## config.mk

```make
export PLATFORM = sky130hd
export DESIGN_NAME = stage_mem
export DESIGN_NICKNAME = d
export VERILOG_FILES = /design/src/rtl/stage_mem.sv
export SDC_FILE = /design/constraint.sdc
export NUM_CORES = 1
export LEC_CHECK = 0
export ABC_AREA = 1
export CORE_MARGIN = 5
export CORE_UTILIZATION = 39
export CTS_CLUSTER_DIAMETER = 150
export DETAILED_ROUTE_END_ITERATION = 7
export PLACE_DENSITY = 0.84
export SETUP_SLACK_MARGIN = 0.1
export SYNTH_ARGS = -nofsm -noshare
export SYNTH_HDL_FRONTEND = slang
export SYNTH_SLANG_ARGS = --single-unit
```

## constraint.sdc

```tcl
create_clock -name clock -period 2.06 [get_ports clock]
set_clock_uncertainty 0.05 [all_clocks]
set_input_delay 0.412 -clock clock [delete_from_list [all_inputs] [get_ports clock]]
set_output_delay 0.412 -clock clock [all_outputs]
set_load 0.02 [all_outputs]
```

## src/rtl/stage_mem.sv

```systemverilog
`default_nettype none
// +--------------------------------------------------------------------------+
// | stage_mem: MIPS memory-access stage, RAM handshake and load extraction    |
// | Revision: 1.0                                                            |
// +--------------------------------------------------------------------------+
module stage_mem (
  input  logic        clock,
  input  logic        reset,
  input  logic        mem_register_write_enable,
  input  logic [4:0]  mem_register_write_address,
  input  logic [31:0] mem_register_write_data,
  input  logic [3:0]  mem_memory_operation,
  input  logic [31:0] mem_memory_address,
  input  logic [31:0] mem_memory_store_data,
  output logic        ram_enable,
  output logic        ram_write_enable,
  output logic [3:0]  ram_byte_select,
  output logic [31:0] ram_address,
  output logic [31:0] ram_write_data,
  input  logic [31:0] ram_read_data,
  input  logic        ram_ready,
  output logic        stall_request,
  output logic        address_error,
  output logic        mem_result_register_write_enable,
  output logic [4:0]  mem_result_register_write_address,
  output logic [31:0] mem_result_register_write_data
);

  typedef enum logic [0:0] {IDLE = 1'b0, ACCESS = 1'b1} state_t;

  localparam logic [3:0] c_op_lb  = 4'd1;
  localparam logic [3:0] c_op_lbu = 4'd2;
  localparam logic [3:0] c_op_lh  = 4'd3;
  localparam logic [3:0] c_op_lhu = 4'd4;
  localparam logic [3:0] c_op_lw  = 4'd5;
  localparam logic [3:0] c_op_sb  = 4'd6;
  localparam logic [3:0] c_op_sh  = 4'd7;
  localparam logic [3:0] c_op_sw  = 4'd8;

  state_t      r_state;
  logic [3:0]  r_op;
  logic [1:0]  r_lane;

  logic        w_is_mem;
  logic        w_misaligned;
  logic        w_valid;
  logic        w_we;
  logic [3:0]  w_be;
  logic [31:0] w_wdata;
  logic        w_r_is_load;
  logic [7:0]  w_byte;
  logic [15:0] w_half;
  logic [31:0] w_load_data;

  always_comb begin
    w_is_mem     = (mem_memory_operation >= c_op_lb) && (mem_memory_operation <= c_op_sw);
    w_misaligned = 1'b0;
    w_we         = 1'b0;
    w_be         = 4'b0000;
    w_wdata      = 32'd0;
    case (mem_memory_operation)
      c_op_lb, c_op_lbu: w_be = 4'b0001 << mem_memory_address[1:0];
      c_op_lh, c_op_lhu: begin
        w_misaligned = mem_memory_address[0];
        w_be         = mem_memory_address[1] ? 4'b1100 : 4'b0011;
      end
      c_op_lw: begin
        w_misaligned = |mem_memory_address[1:0];
        w_be         = 4'b1111;
      end
      c_op_sb: begin
        w_we    = 1'b1;
        w_be    = 4'b0001 << mem_memory_address[1:0];
        w_wdata = {4{mem_memory_store_data[7:0]}};
      end
      c_op_sh: begin
        w_misaligned = mem_memory_address[0];
        w_we         = 1'b1;
        w_be         = mem_memory_address[1] ? 4'b1100 : 4'b0011;
        w_wdata      = {2{mem_memory_store_data[15:0]}};
      end
      c_op_sw: begin
        w_misaligned = |mem_memory_address[1:0];
        w_we         = 1'b1;
        w_be         = 4'b1111;
        w_wdata      = mem_memory_store_data;
      end
      default: ;
    endcase
    w_valid = w_is_mem && !w_misaligned;
  end

  always_ff @(posedge clock) begin
    if (!reset) begin
      r_state          <= IDLE;
      r_op             <= 4'd0;
      r_lane           <= 2'd0;
      ram_write_enable <= 1'b0;
      ram_byte_select  <= 4'd0;
      ram_address      <= 32'd0;
      ram_write_data   <= 32'd0;
    end else begin
      case (r_state)
        IDLE: begin
          if (w_valid) begin
            r_op             <= mem_memory_operation;
            r_lane           <= mem_memory_address[1:0];
            ram_write_enable <= w_we;
            ram_byte_select  <= w_be;
            ram_address      <= {mem_memory_address[31:2], 2'b00};
            ram_write_data   <= w_wdata;
            r_state          <= ACCESS;
          end
        end
        ACCESS: begin
          if (ram_ready) r_state <= IDLE;
        end
        default: r_state <= IDLE;
      endcase
    end
  end

  assign ram_enable = (r_state == ACCESS);

  // Lane selection uses the copies captured at request time.
  always_comb begin
    w_r_is_load = (r_op >= c_op_lb) && (r_op <= c_op_lw);
    case (r_lane)
      2'd0:    w_byte = ram_read_data[7:0];
      2'd1:    w_byte = ram_read_data[15:8];
      2'd2:    w_byte = ram_read_data[23:16];
      default: w_byte = ram_read_data[31:24];
    endcase
    w_half = r_lane[1] ? ram_read_data[31:16] : ram_read_data[15:0];
    case (r_op)
      c_op_lb:  w_load_data = {{24{w_byte[7]}}, w_byte};
      c_op_lbu: w_load_data = {24'd0, w_byte};
      c_op_lh:  w_load_data = {{16{w_half[15]}}, w_half};
      c_op_lhu: w_load_data = {16'd0, w_half};
      default:  w_load_data = ram_read_data;
    endcase
  end

  always_comb begin
    stall_request                     = 1'b0;
    address_error                     = 1'b0;
    mem_result_register_write_enable  = 1'b0;
    mem_result_register_write_address = 5'd0;
    mem_result_register_write_data    = 32'd0;
    if (reset) begin
      mem_result_register_write_address = mem_register_write_address;
      if (r_state == ACCESS) begin
        stall_request                    = !ram_ready;
        mem_result_register_write_enable = ram_ready && w_r_is_load && mem_register_write_enable;
        mem_result_register_write_data   = w_load_data;
      end else begin
        stall_request                    = w_valid;
        address_error                    = w_is_mem && w_misaligned;
        mem_result_register_write_enable = !w_is_mem && mem_register_write_enable;
        mem_result_register_write_data   = mem_register_write_data;
      end
    end
  end

endmodule
`default_nettype wire

```

==> impl_results.md <==
- Top cells by area, synth: dfxtp_1 34%, nand2_1 18%, o21ai_0 10%
- Final Hold Violating Endpoints: 0
- Slowest library cell on the worst path: dfxtp_4
- Num Clock Sinks: 74
- Clock tree buffer depth: 2
- TritonCTS clock tree: yes
- Violated checks: negative setup slack
- Setup crit end kind: primary output
- Post-synthesis sequential area ratio: 0.336
- Final setup fails: 32
- Core box area: 0.0109 mm²
- Worst EP arrival: 1.84 ns
- Wire length per cell: 16.5 µm
- Yosys warns: 0
- Total track usage: 0.269
- I/O Buffers: 248
- Latest clock arrival within the worst-skew pair: 0.32 ns
- CP Launch Type: register
- Worst path most repeated cell: buf_6
- Register clock-pin slew on the reported worst setup and hold paths: 0.05 ns
- 1st-pass router iterations: 5
- Vias per std cell: 5.23
- Worst-path fanout max: 8
- Total design power: 5.36 mW
- Die Y: 116 µm
- Max VDD drop: 0.672 mV
- Post-synth top cells: 215 x nand2_1, 90 x o21ai_0, 89 x nor2_1
- CP bufs+invs: 3
- Yosys cell types: 26
- Final ANT Viol Nets: 0
- Fin Setup TNS: -6.41 ns
- CTS root buffer: clkbuf_16
- Final worst path period need: 2.30 ns
- Least-Margin Pin Slew: 0.558 ns
- CP delay by family, top: simple AND/OR/NAND/NOR gates
- Cts hold-fix bufs: 0
- Layout cell share with drive strength beyond 1: 0.243
- Vias in the first global route: 5,959
- Initial DRC Count: 505
- Post-synth EDFFs: 0
- HPWL Detailed: 13,600 µm
- Nets: 1,167
- Primary FF master, synth: dfxtp_1
- Critical-path cell list: buf_6 > nor2_4 > nand2_2 > nand3_2 > nand3_4 > buf_6 > o211ai_1 > nand2_1 > a21oi_2 > buf_4
- Row cnt: 38
- Die extent in x: 116 µm
- HP Class: input pin to register
- Worst Path Required: 1.60 ns
- Most frequent cell after synthesis: nand2_1
- H-tree depth: 3
- Final WS setup: -0.238 ns
- Async SR Flop Fraction: 0
- Routability cong.: 0.883
- P_leak: 3.54 nW
- Outcome: finished with violations
- DRT Wirelength: 19,400 µm
- Critical path class: register to primary output
- Max Clock Freq: 0.435 GHz
- Area grow syn2layout: 87.9%
- Vias: 6,134
- Synthesized area: 0.00441 mm²
- Worst slew margin: 0.628
- Period utilization: 1.12
- Pin count of the biggest net entering global routing: 75
- Max cap viols: 0
- Cell accounting for the most synthesized area: dfxtp_1
- Initial antenna violation count: 2
- First-pass GRT wire length: 28,900 µm
- RSZ-0062 raised after global routing: true
- Pwr Density: 647 mW/mm²
- # IOs: 251
- Syn avg cell area: 6.03 µm²
- Slew Limit Fails: 0
- Yosys reg bits: 74
- TritonCTS buffer count: 9
- Die area: 0.0135 mm²
- Worst path max stage delay: 0.38 ns
- Syn Inst Count: 731
- DRC viols: 0
- Top cell type's share of synthesized area: 0.336
- Initial Util: 0.403
- Grt ovf: 0
## layer usage
metal | part of all wire | wire length [µm] | GRT usage
met1 | 0.38 | 7350 | 0.318
met2 | 0.49 | 9500 | 0.453
met3 | 0.095 | 1850 | 0.0876
met4 | 0.036 | 701 | 0.103
met5 | 0 | 0 | 0
## power breakdown
group / switching [mW] / total, mW / internal (mW)
Combinational: 1.13 / 2.10 / 0.973
Sequential: 0.0683 / 1.60 / 1.53
Clock: 0.588 / 1.66 / 1.07
Total: 1.78 / 5.36 / 3.58
## timing repair
action | CTS | global route
endpoints found under the hold margin | 0 | 0
pin swaps | 34 | 26
resized for setup | 291 | 60
buffers inserted | 6 | 2
setup endpoints to repair | 115 | 60
gates cloned | 2 | 1
## worst paths after layout
| kind | startpoint | endpoint | slack (ns) | depth (start not counted) |
|---|---|---|---|---|
| worst max-delay path | r_lane[1]$_SDFFE_PN0P_ | mem_result_register_write_data[15] | -0.24 | 10 |
| worst min-delay path | mem_memory_operation[2] | r_op[2]$_SDFFE_PN0P_ | 0.36 | 3 |
| worst max register to register | ram_enable$_SDFF_PN0_ | ram_write_data[0]$_SDFFE_PN0P_ | 0.42 | 7 |
| worst min register to register | ram_write_data[11]$_SDFFE_PN0P_ | ram_write_data[11]$_SDFFE_PN0P_ | 0.41 | 2 |
## registers in the layout (all words and copies together) (netlist names)
register          flops
ram_address          30
r_op                  4
ram_enable            1
r_lane                2
ram_write_enable      1
ram_write_data       32
ram_byte_select       4
## cell type report
| type | instances | area, µm² |
|---|---|---|
| Antenna cell | 2 | 5.00 |
| Clock buffer | 13 | 280 |
| Clock inverter | 3 | 45.0 |
| Fill cell | 832 | 2660 |
| Inverter | 58 | 220 |
| Multi-Input combinational cell | 556 | 2900 |
| Sequential cell | 74 | 1500 |
| Tap cell | 140 | 175 |
| Timing Repair Buffer | 327 | 3160 |
## placed cells by master, fill, tap and decap left out, types with 3 or more instances in the layout
cell type        count
nand2_4              3
inv_2               10
buf_6               30
nor2_1              84
dfxtp_2              5
dlygate4sd2_1       11
clkbuf_16           10
clkdlybuf4s50_1    195
buf_4               77
buf_12               6
nand2_1            199
buf_2                3
inv_1               45
dfxtp_1             67
clkbuf_8             4
nand3_4              5
o21ai_0             70
a21oi_1             56
nand4_1              4
o21ai_2             20
nand3_2             13
nand3_1             21
o21ai_1              6
o211ai_1            15
nor2_4               6
a21oi_2             30
nand2_2             15
## tightest hold or removal path: cells and delay by family
family                 cells  cell delay [ns]
buffers and inverters      1             0.14
AND/OR/NAND/NOR            2             0.15
## through the flow
stage | cells | util | area, µm² | hold slack (ns) | setup slack [ns]
6_report | 1173 | 0.757 | 8280 | 0.359 | -0.238
4_1_cts | 1168 | 0.736 | 8040 | 0.380 | -0.198
3_3_place_gp | 1144 | 0.689 | 7530 | 0.399 | -0.889
5_1_grt | 1173 | 0.757 | 8280 | 0.366 | -0.324
2_1_floorplan | 732 | - | 4520 | 0.450 | 0.0138
3_5_place_dp | 1144 | 0.689 | 7530 | 0.403 | -0.971
## kinds of logic (layout without fill, tap and decap cells)
family,Yosys count,count (layout),synth area share
other,1,4,0.000851
DFF,74,74,0.336
buffers and inverters,103,401,0.102
and+or+nand+nor,354,355,0.324
AOI/OAI and AO/OA,199,199,0.236
Note: power is estimated with default switching activity, not from simulation.
